--- src/rtl/bsg_encode_pkg.sv ---
// Shared types and helpers for the serial bit-index encoder.
package bsg_encode_pkg;

  typedef enum logic {
    eIdle = 1'b0,
    eBusy = 1'b1
  } state_e;

  // clog2 with a floor of 1 so the index bus is never zero width
  function automatic int lg_width(input int w);
    return ($clog2(w) < 1) ? 1 : $clog2(w);
  endfunction

endpackage

--- src/rtl/bsg_encode_lowest.sv ---
// Combinational lowest-set-bit priority encoder.
// Also reports the isolated lowest bit (for clearing) and whether exactly one bit is set.
module bsg_encode_lowest
  import bsg_encode_pkg::*;
#(
  parameter int width_p = 32
) (
  input  logic [width_p-1:0]              in_i,
  output logic [lg_width(width_p)-1:0]    index_o,
  output logic [width_p-1:0]              one_hot_o,
  output logic                            single_o
);

  localparam int lg_width_lp = lg_width(width_p);

  // lowest set bit wins; all-zero input yields index 0
  always_comb begin
    logic found;
    found   = 1'b0;
    index_o = '0;
    for (int unsigned k = 0; k < width_p; k++) begin
      if (in_i[k] && !found) begin
        index_o = lg_width_lp'(k);
        found   = 1'b1;
      end
    end
  end

  // isolate the lowest bit and detect a power-of-two mask
  always_comb begin
    one_hot_o = in_i & (~in_i + width_p'(1));
    single_o  = ((in_i & (in_i - width_p'(1))) == '0) && (in_i != '0);
  end

endmodule

--- src/rtl/bsg_encode_serial.sv ---
// Serial encoder: accepts a bit vector and emits the index of each set bit,
// lowest first, one per yumi handshake.
module bsg_encode_serial
  import bsg_encode_pkg::*;
#(
  parameter int width_p = 32
) (
  input  logic                            clk_i,
  input  logic                            reset_i,
  input  logic [width_p-1:0]              i,
  input  logic                            v_i,
  output logic                            ready_o,
  output logic [lg_width(width_p)-1:0]    index_o,
  output logic                            v_o,
  output logic                            last_o,
  input  logic                            yumi_i
);

  localparam int lg_width_lp = lg_width(width_p);

  state_e               state_q;
  logic [width_p-1:0]   mask_q;
  logic [width_p-1:0]   one_hot;
  logic [lg_width_lp-1:0] low_index;
  logic                 single;

  bsg_encode_lowest #(
    .width_p (width_p)
  ) lowest (
    .in_i      (mask_q),
    .index_o   (low_index),
    .one_hot_o (one_hot),
    .single_o  (single)
  );

  // state and remaining-mask register; a zero vector is swallowed without leaving idle
  always_ff @(posedge clk_i) begin
    if (reset_i) begin
      state_q <= eIdle;
      mask_q  <= '0;
    end else begin
      case (state_q)
        eIdle: begin
          if (v_i && (i != '0)) begin
            mask_q  <= i;
            state_q <= eBusy;
          end
        end
        eBusy: begin
          if (yumi_i) begin
            mask_q <= mask_q & ~one_hot;
            if (single) state_q <= eIdle;
          end
        end
        default: begin
          state_q <= eIdle;
          mask_q  <= '0;
        end
      endcase
    end
  end

  // outputs decode only registered state, so no input reaches them combinationally;
  // mask_q is zero whenever idle, which forces index_o and last_o low there
  always_comb begin
    ready_o = (state_q == eIdle);
    v_o     = (state_q == eBusy);
    index_o = low_index;
    last_o  = single && (state_q == eBusy);
  end

endmodule

--- config.mk ---
export PLATFORM = sky130hd
export DESIGN_NAME = bsg_encode_serial
export DESIGN_NICKNAME = d
export VERILOG_FILES = /design/src/rtl/bsg_encode_pkg.sv /design/src/rtl/bsg_encode_lowest.sv /design/src/rtl/bsg_encode_serial.sv
export SDC_FILE = /design/constraint.sdc
export NUM_CORES = 1
export LEC_CHECK = 0
export CORE_MARGIN = 4
export CORE_UTILIZATION = 30
export CTS_BUF_LIST = sky130_fd_sc_hd__clkbuf_8
export CTS_CLUSTER_DIAMETER = 80
export DETAILED_ROUTE_END_ITERATION = 10
export GPL_ROUTABILITY_DRIVEN = 0
export PLACE_DENSITY_LB_ADDON = 0.2
export SLEW_MARGIN = 25
export SYNTH_ARGS = -nofsm -noshare
export SYNTH_HDL_FRONTEND = slang
export SYNTH_SLANG_ARGS = --single-unit
--- constraint.sdc ---
create_clock -name clk_i -period 4 [get_ports clk_i]
set_input_delay 1 -clock clk_i [delete_from_list [all_inputs] [get_ports clk_i]]
set_output_delay 1 -clock clk_i [all_outputs]
set_load 0.03 [all_outputs]
==> key figures, run 1 <==
STA
  – Crit path time final: around 3800 ps
  – Least-Margin Pin Slew: about 910 ps
  – Setup Skew: 5.49 ps
  – Final clock period utilization by the worst path: approximately 96%
  – Setup TNS: 0 ps
  – # setup viols final: 0
  – Pins Over Slew Limit: 0
  – RSZ-0062 raised after global routing: false
  – Rel. slew slack: 38.9%
  – Final hold vios: 0
  – Fmax achieved: 260 MHz
  – Hold slack: between 500 and 600 ps

Synthesis
  – Synth warn: 0
  – Post-synthesis instance total: 325
  – Most used DFF post-synth: dfxtp_1
  – Sequential share of the synthesized area: between 20% and 30%
  – Ys async rst share: 0%
  – Syn Area/Cell: 7.36 um2
  – Netlist Area Pre-Place: ~2400 um2
  – Library cells used by synthesis: 56
  – Synth Net Count: around 360
  – EDFF count, synth: 0
  – #FFs+latches synth: 33

Route
  – Final ANT Viol Nets: 0
  – Total Wirelength: ~8 mm
  – Residual DRC: 0
  – DR vias/cell: 5.75
  – Iter 0 DRT Violations: 271
  – Routed via count: 2724
  – First drt pass iteration count: 4
  – DR WL/cell: around 17 um

GRT
  – Total gr overflow: 0
  – Vias in the first global route: 2535
  – Initial antenna violation count: 0
  – GRT Overall Usage: 16.9%
  – Largest net degree at the start of global routing: 23
  – First-pass GRT wire length: around 13 mm

Setup path
  – Slowest stage delay, CP: 730 ps
  – Cell repeated most along the worst path: buf_4
  – Critical Path Stages: 9
  – Crit path kind: register to output pin
  – FF-to-FF path depth: 6
  – CP max-delay cell: clkdlybuf4s50_1
  – Worst setup SP type: register
  – CP Capture Type: output pin
  – FF-to-FF setup slack: between 1000 and 1500 ps
  – Max Fanout on Critical Path: 8
  – Crit path max-delay family: buffers and inverters
  – CP required: 3000 ps
  – Data arrival, critical path: 2850 ps
  – Crit-path cells: buf_4 > nor4_2 > buf_4 > and4_1 > buf_4 > nand2_1 > a21o_1 > o21ai_0 > clkdlybuf4s50_1
  – WP buf/inv: 4

Layout
  – Nets@finish: a little over 400
  – N_diodes: 0
  – Layout cells sized above 1: 10.8%
  – Layout Area Growth over Synthesis: 25.2%

Clock network
  – Root Buffer: clkbuf_8
  – Reg clk slew, reported paths: 70 ps
  – H-Tree Depth: 2
  – Cts hold-fix bufs: 0
  – Num CTS Buffers: 5
  – CTS tree: yes
  – Worst-Skew Late Latency: 290 ps
  – # clock sinks: 33
  – Clock tree buffer depth: 2

Die
  – Die H: 97.3 um
  – I/O pins: between 40 and 50
  – Std cell rows: 32
  – Core ar.: 7730 um2
  – Initial core utilization: 31.0%
  – Die width: 97.3 um
  – Die footprint: 9470 um2

Run
  – Max-cap violations: 0

Placed design
  – HPWL Detailed: 6.18 mm
  – I/O Buffers: 43

Power and ir drop
  – Lkg Pwr: 1.08 nW
  – Cell Pwr Density: 332 nW/um2
  – Peak VDD IR: 0.000120 V

Worst hold path
  – Worst hold stages: 2
  – Min-Delay Path Class: register to register

Status
  – Status: finished, final reports clean
==> path summary, 6_finish.rpt <==
path         startpoint         end
max           mask_q[0]  index_o[4]
min          mask_q[11]  mask_q[11]
max reg2reg   mask_q[0]         v_o
min reg2reg  mask_q[11]  mask_q[11]
==> state kept, by name, summed over array words and instances, names as in the netlist <==
signal / count
mask_q: 32
v_o: 1
==> tightest hold or removal path, stage by stage, from the launching register on <==
cell and delay [ps]:
dfxtp_1 370, inv_1 90, a21oi_1 60
==> kinds of logic (layout without fill, tap and decap cells) <==
| logic type | count (synthesis) | in the layout | share of synthesized area (%) |
|---|---|---|---|
| AO/OA/AOI/OAI | 118 | 118 | 31.8 |
| multiplexers | 2 | 2 | 0.836 |
| buffers and inverters | 37 | 84 | 10.3 |
| AND/OR/NAND/NOR | 132 | 132 | 28.2 |
| adder cells (fa/ha/maj) | 3 | 3 | 1.25 |
| flip-flops | 33 | 33 | 27.6 |
==> Yosys cell counts, types with 2 or more instances <==
master | n | area [um2]
inv_1 | 7 | 26.3
mux2i_1 | 2 | 20.0
or4_1 | 3 | 22.5
dfxtp_1 | 33 | 661
and2_1 | 3 | 18.8
or3_1 | 5 | 31.3
nand3_1 | 7 | 35.0
a21oi_1 | 46 | 230
o211ai_1 | 3 | 22.5
o221ai_1 | 2 | 17.5
nor3_1 | 11 | 55.1
nand3b_1 | 4 | 30.0
a21o_1 | 2 | 15.0
buf_2 | 3 | 15.0
o21bai_1 | 4 | 30.0
nor2_1 | 31 | 116
clkbuf_8 | 3 | 41.3
o211a_1 | 2 | 20.0
clkbuf_2 | 2 | 10.0
nor4_2 | 3 | 37.5
nor2b_1 | 2 | 12.5
a211oi_1 | 3 | 22.5
o31ai_1 | 3 | 22.5
buf_6 | 2 | 22.5
a311oi_1 | 3 | 26.3
nand2_1 | 36 | 135
o21ai_0 | 23 | 115
o41a_1 | 2 | 22.5
o311ai_0 | 5 | 43.8
nand4_1 | 4 | 25.0
clkbuf_1 | 14 | 52.6
maj3_1 | 3 | 30.0
nor4_1 | 18 | 113
o32ai_1 | 2 | 17.5
a2111oi_0 | 2 | 17.5
a31oi_1 | 7 | 43.8
==> stage by stage <==
step           setup slack, ps  power (mW)  util, %  cells  area [um2]
5_1_grt                   1.17        1.05     38.8    474        3000
4_1_cts                   21.6       0.997     38.8    474        3000
3_5_place_dp              86.8       0.763     37.8    466        2920
3_3_place_gp               153       0.763     37.8    466        2920
2_1_floorplan              658       0.617        -    325        2390
6_report                   155       0.996     38.8    474        3000
==> final cells by class <==
class                           count  area (um2)
Clock buffer                        5        68.8
Clock inverter                      3        11.3
Fill cell                         826        4730
Inverter                            8        30.0
Multi-Input combinational cell    255        1490
Sequential cell                    33         661
Tap cell                          102         128
Timing Repair Buffer               68         612
==> placed cells by master (no fill, tap or decap), types with 2 or more instances in the layout <==
cell type,instances
o31ai_1,3
a2111oi_0,2
dfxtp_1,33
dlygate4sd2_1,3
o21ai_0,23
o211ai_1,3
nor3_1,11
nand4_1,4
or3_1,5
nand3b_1,4
o211a_1,2
or4_1,3
a21o_1,2
a311oi_1,3
nor2b_1,2
nand2_1,36
a21oi_1,46
o21bai_1,4
o32ai_1,2
clkbuf_8,5
a31oi_1,7
maj3_1,3
nand3_1,7
a211oi_1,3
and2_1,3
nor4_1,18
clkdlybuf4s50_1,38
inv_1,10
o221ai_1,2
mux2i_1,2
buf_4,25
o41a_1,2
nor4_2,3
nor2_1,31
o311ai_0,5
==> routing by layer <==
layer | track usage (%) | vias up | wire [um] | part of all wire [%]
li1 | - | 1317 | - | -
met1 | 23.5 | 1309 | 3820 | 47
met2 | 25.9 | 86 | 3770 | 46
met3 | 3.09 | 12 | 430 | 5.3
met4 | 6.50 | 0 | 131 | 1.6
met5 | 0 | - | 0 | 0
==> timing repair <==
action	in CTS	in global routing
endpoints found under the setup margin	4	2
gates resized for setup	4	3
buffers inserted	0	0
==> power breakdown <==
| part | internal [mW] | total [mW] | switching (mW) |
|---|---|---|---|
| combinational | 0.162 | 0.372 | 0.210 |
| sequential | 0.350 | 0.384 | 0.0340 |
| clock | 0.116 | 0.241 | 0.125 |
Note: power is estimated with default switching activity, not from simulation.
==> run 2, diff against run 1 <==
--- a/config.mk
+++ b/config.mk
@@ -9,9 +9,11 @@
 export CORE_UTILIZATION = 30
 export CTS_BUF_LIST = sky130_fd_sc_hd__clkbuf_8
 export CTS_CLUSTER_DIAMETER = 80
+export CTS_CLUSTER_SIZE = 40
 export DETAILED_ROUTE_END_ITERATION = 10
 export GPL_ROUTABILITY_DRIVEN = 0
 export PLACE_DENSITY_LB_ADDON = 0.2
+export RECOVER_POWER = 25
 export SLEW_MARGIN = 25
 export SYNTH_ARGS = -nofsm -noshare
 export SYNTH_HDL_FRONTEND = slang
==> constraint.sdc (replaced) <==
create_clock -name clk_i -period 3.5 [get_ports clk_i]
set_input_delay 0.875 -clock clk_i [delete_from_list [all_inputs] [get_ports clk_i]]
set_output_delay 0.875 -clock clk_i [all_outputs]
set_load 0.03 [all_outputs]
==> key figures, run 2 (synthesis gave the netlist of run 1 again) <==
Status
  – Status: finished, final reports clean

Layout
  – Most frequent cells in the layout: a21oi_1 (46), nand2_1 (36), clkdlybuf4s50_1 (34)
  – Most common cell after layout, fill and taps aside: a21oi_1
  – Final Util: ~39%
  – Layout cells sized above 1: 13.3%
  – Most flops, register: mask_q
  – N_diodes: 0
  – Nets@finish: 404
  – Filler cell count in the final layout: between 800 and 900
  – Layout Area Growth over Synthesis: 27.1%
  – Max reg flops: 32

Setup path
  – Crit path kind: register to output pin
  – RR Startpoint: mask_q[0]
  – CP required: roughly 2600 ps
  – Worst setup SP type: register
  – FF-to-FF setup slack: 1090 ps
  – Worst Setup SP: mask_q[0]
  – Max Fanout on Critical Path: 6
  – FF-to-FF path depth: 6
  – CP Capture Type: output pin
  – Data arrival, critical path: 2620 ps
  – FF-to-FF End: v_o

GRT
  – Vias in the first global route: 2534
  – Largest net degree at the start of global routing: 20
  – Initial antenna violation count: 0
  – Total gr overflow: 0
  – First-pass GRT wire length: 13.2 mm
  – GRT Overall Usage: 17.0%

STA
  – Setup TNS: 0 ps
  – Pins Over Slew Limit: 0
  – Crit path time final: ~3500 ps
  – # setup viols final: 0
  – Setup WS post-layout: 2.79 ps
  – Least-Margin Pin Slew: 868 ps
  – Setup Skew: 6.33 ps
  – Fmax achieved: 286 MHz
  – Rel. slew slack: 42.1%
  – Final hold vios: 0
  – Final clock period utilization by the worst path: 99.9%
  – RSZ-0062 raised after global routing: true

Route
  – DR vias/cell: 5.72
  – Iter 0 DRT Violations: approximately 280
  – Final ANT Viol Nets: 0
  – First drt pass iteration count: 4
  – Residual DRC: 0
  – Total Wirelength: 8.22 mm
  – Routed via count: 2693
  – DR WL/cell: 17.5 um

Die
  – Die footprint: 9470 um2
  – Std cell rows: 32
  – Die H: 97.3 um
  – Die width: 97.3 um
  – Core ar.: 7730 um2
  – I/O pins: 44
  – Initial core utilization: a little under a third

Power and ir drop
  – Lkg Pwr: 1.07 nW
  – Cell Pwr Density: 396 nW/um2
  – Peak VDD IR: between 0.00015 and 0.0002 V

Clock network
  – H-Tree Depth: 2
  – Num CTS Buffers: 5
  – Worst-Skew Late Latency: 290 ps
  – Reg clk slew, reported paths: 70 ps
  – # clock sinks: 33
  – Root Buffer: clkbuf_8
  – Number of setup buffers added after CTS: 0
  – CTS tree: yes
  – Clock tree buffer depth: 2

Placed design
  – HPWL Detailed: 6.18 mm
  – I/O Buffers: 43
  – Pre-CTS setup slack: 197 ps

Worst hold path
  – Min-delay src: mask_q[0]
  – Min-Delay Path Class: register to register
  – Worst hold stages: 2
  – Hold endpoint: mask_q[0]

Run
  – Max-cap violations: 0
[run 2: changes by cell type in the layout (fill, tap and decap cells not counted), moves of 3 or more]
cell             before  now
dfxtp_1              33   29
dlygate4sd3_1         0    3
inv_1                10    7
dlygate4sd2_1         3    0
clkdlybuf4s50_1      38   34
dfxtp_2               0    4
[run 2: layout make-up]
cell class	instances	area [um2]	share of cell area [%]
tap	102	128	4.19
multi-input combinational	255	1540	50.6
clock buffer	7	96.3	3.17
inverter	8	30.0	0.987
clock inverter	1	5.00	0.164
sequential	33	666	21.9
timing repair buffer	65	578	19.0
[run 2: worst max-delay path, stage by stage, from the launching register on]
cell and delay [ps]:
dfxtp_2 360, or4_4 580, o32a_1 390, a2111oi_4 330
nand4_1 150, nor3_1 180, and3_1 190, buf_4 160
[run 2: worst max-delay path by stage]
stage | slack, ps | depth (start not counted) | end
4_1_cts | -30 | 7 | last_o
5_1_grt | -130 | 7 | last_o
6_report | 3 | 7 | last_o
2_1_floorplan | 280 | 8 | index_o[0]
3_3_place_gp | 220 | 7 | last_o
3_5_place_dp | 200 | 7 | last_o
[run 2: where the power goes]
part | switching, mW | internal, mW
logic | 0.239 | 0.190
registers | 0.0467 | 0.400
clock network | 0.150 | 0.178
total | 0.436 | 0.768
[run 2: metrics by stage]
stage / power (mW) / hold slack [ps] / std cells / area [um2]
CTS: 1.20 / 527 / 471 / 3010
global placement: 0.864 / 515 / 463 / 2890
global route: 1.27 / 562 / 471 / 3040
finish: 1.20 / 531 / 471 / 3040
detailed placement: 0.862 / 530 / 463 / 2890
floorplan: 0.705 / 490 / 325 / 2390
[run 2: per-layer routing]
metal	vias to the layer above	GRT usage (%)	wire [um]
li1	1319	-	-
met1	1282	23.1	3780
met2	82	28.0	3890
met3	10	2.66	403
met4	0	4.26	147
met5	-	0	0
[run 2: what timing repair did]
item | in CTS | in global routing
pin swaps | 0 | 1
hold buffers | 0 | 0
resized for setup | 6 | 6
endpoints found under the setup margin | 2 | 2
==> run 3, diff against run 2 <==
--- a/config.mk
+++ b/config.mk
@@ -6,7 +6,7 @@
 export NUM_CORES = 1
 export LEC_CHECK = 0
 export CORE_MARGIN = 4
-export CORE_UTILIZATION = 30
+export CORE_UTILIZATION = 38
 export CTS_BUF_LIST = sky130_fd_sc_hd__clkbuf_8
 export CTS_CLUSTER_DIAMETER = 80
 export CTS_CLUSTER_SIZE = 40
==> constraint.sdc (replaced) <==
create_clock -name clk_i -period 3.7 [get_ports clk_i]
set_input_delay 0.925 -clock clk_i [delete_from_list [all_inputs] [get_ports clk_i]]
set_output_delay 0.925 -clock clk_i [all_outputs]
set_load 0.03 [all_outputs]
==> key figures, run 3 (synthesis gave the netlist of run 1 again) <==
STA
  – Setup TNS: 0 ps
  – Setup Skew: between 5 and 6 ps
  – Final hold vios: 0
  – Pins Over Slew Limit: 0
  – # setup viols final: 0
  – Crit path time final: 3580 ps
  – Least-Margin Pin Slew: roughly 830 ps
  – Rel. slew slack: around 45%
  – Final clock period utilization by the worst path: 96.7%
  – Fmax achieved: 279 MHz

Power and ir drop
  – Cell Pwr Density: 379 nW/um2
  – P_sw: 0.417 mW
  – Internal Pwr Total: 0.736 mW
  – Sw frac: around 36%
  – Clock power share: 27.0%
  – Lkg Pwr: around 1.1 nW
  – Flop pwr share: about 37%
  – Logic pwr share: between 30% and 40%
  – Pwr Total: 1.15 mW
  – Peak VDD IR: roughly 0.00017 V

Route
  – Routed via count: 2698
  – Iter 0 DRT Violations: about 280
  – Residual DRC: 0
  – DR vias/cell: between 6 and 7
  – Final ANT Viol Nets: 0
  – DR WL/cell: ~17 um
  – First drt pass iteration count: 4
  – Total Wirelength: 7.83 mm

Layout
  – Most flops, register: mask_q
  – Nets@finish: 408
  – Layout Area Growth over Synthesis: 27.2%
  – Filler cell count in the final layout: 624
  – Final Util: 50.5%
  – Layout cells sized above 1: 14.5%
  – Max reg flops: 32
  – Most common cell after layout, fill and taps aside: a21oi_1
  – N_diodes: 0
  – Most frequent cells in the layout: a21oi_1 (46), nand2_1 (36), clkdlybuf4s50_1 (35)
  – Final Cell Area: between 3000 and 4000 um2

Clock network
  – Cts hold-fix bufs: 0
  – Root Buffer: clkbuf_8
  – # clock sinks: 33
  – Clock tree buffer depth: 2
  – Reg clk slew, reported paths: 70 ps
  – H-Tree Depth: 2
  – CTS tree: yes
  – Worst-Skew Late Latency: 290 ps
  – Num CTS Buffers: 5

Setup path
  – FF-to-FF path depth: 8
  – Worst setup SP type: register
  – RR Startpoint: mask_q[0]
  – FF-to-FF End: v_o
  – CP Capture Type: output pin
  – Crit path kind: register to output pin
  – CP required: 2770 ps
  – FF-to-FF setup slack: 1090 ps
  – Max Fanout on Critical Path: 9
  – Worst Setup SP: mask_q[4]
  – Data arrival, critical path: 2650 ps

GRT
  – Total gr overflow: 0
  – First-pass GRT wire length: 12.5 mm
  – Vias in the first global route: 2481
  – Initial antenna violation count: 0
  – Largest net degree at the start of global routing: 34
  – GRT Overall Usage: 21.1%

Die
  – I/O pins: 44
  – Std cell rows: 28
  – Die footprint: 7630 um2
  – Core ar.: between 6000 and 7000 um2
  – Die H: 87.4 um
  – Die width: 87.4 um
  – Initial core utilization: between 30 and 40%

Status
  – Status: finished, final reports clean

Worst hold path
  – Min-Delay Path Class: register to register
  – Hold endpoint: mask_q[0]
  – Worst hold stages: 2
  – Min-delay src: mask_q[0]

Placed design
  – HPWL Detailed: approximately 5.8 mm
  – I/O Buffers: 43
  – Post-DP Area: 2880 um2

Run
  – Max-cap violations: 0
-- run 3: metrics by stage --
| step | hold WS [ps] | std cells | worst slack (ps) |
|---|---|---|---|
| after floorplan | 490 | 325 | 433 |
| after global placement | 518 | 438 | 293 |
| after detailed placement | 525 | 438 | 253 |
| after CTS | 519 | 446 | 4.16 |
| after global routing | 556 | 448 | -7.40 |
| final | 522 | 448 | 120 |
-- run 3: critical path, stage by stage (launching register included) --
cell       delay, ps
dfxtp_2          370
or4_4            570
or3_1            340
buf_4            170
o31ai_4          200
o2111ai_2        160
nor3_2           200
and3_1           210
buf_6            140
-- run 3: how the worst max path moves through the flow --
stage                            end  cells after the start  slack, ps
final                         last_o                      8        120
after global routing          last_o                      8         -7
after CTS                     last_o                      8          4
after detailed placement  index_o[2]                      7        250
after global placement    index_o[2]                      7        290
after floorplan           index_o[0]                      8        430
-- run 3: metal layers --
layer	track usage, %	vias to the layer above	part of all wire [%]	wire (um)
met3	3.41	10	7.3	571
met4	6.42	0	1.5	115
met1	30.5	1268	45	3540
met5	0	-	0	0
li1	-	1324	-	-
met2	31.8	96	46	3610
-- run 3: power by group through the flow --
stage          Sequential [mW]  Combinational, mW  Clock, mW
2_1_floorplan            0.407              0.261          0
3_3_place_gp             0.424              0.397          0
3_5_place_dp             0.425              0.397          0
4_1_cts                  0.417              0.394      0.314
5_1_grt                  0.426              0.454      0.331
6_report                 0.421              0.421      0.312
-- run 3: layout make-up --
cell class	count	area [um2]	share of cell area [%]
inverter	8	30.0	0.986
clock inverter	1	5.00	0.164
multi-input combinational	255	1540	50.6
sequential	33	667	21.9
clock buffer	7	96.3	3.16
timing repair buffer	69	613	20.1
tap	75	93.8	3.08
-- run 3: repair_timing --
action / CTS / global route
setup buffers: 0 / 2
resized for setup: 6 / 11
endpoints found under the setup margin: 4 / 3
pin swaps: 2 / 4
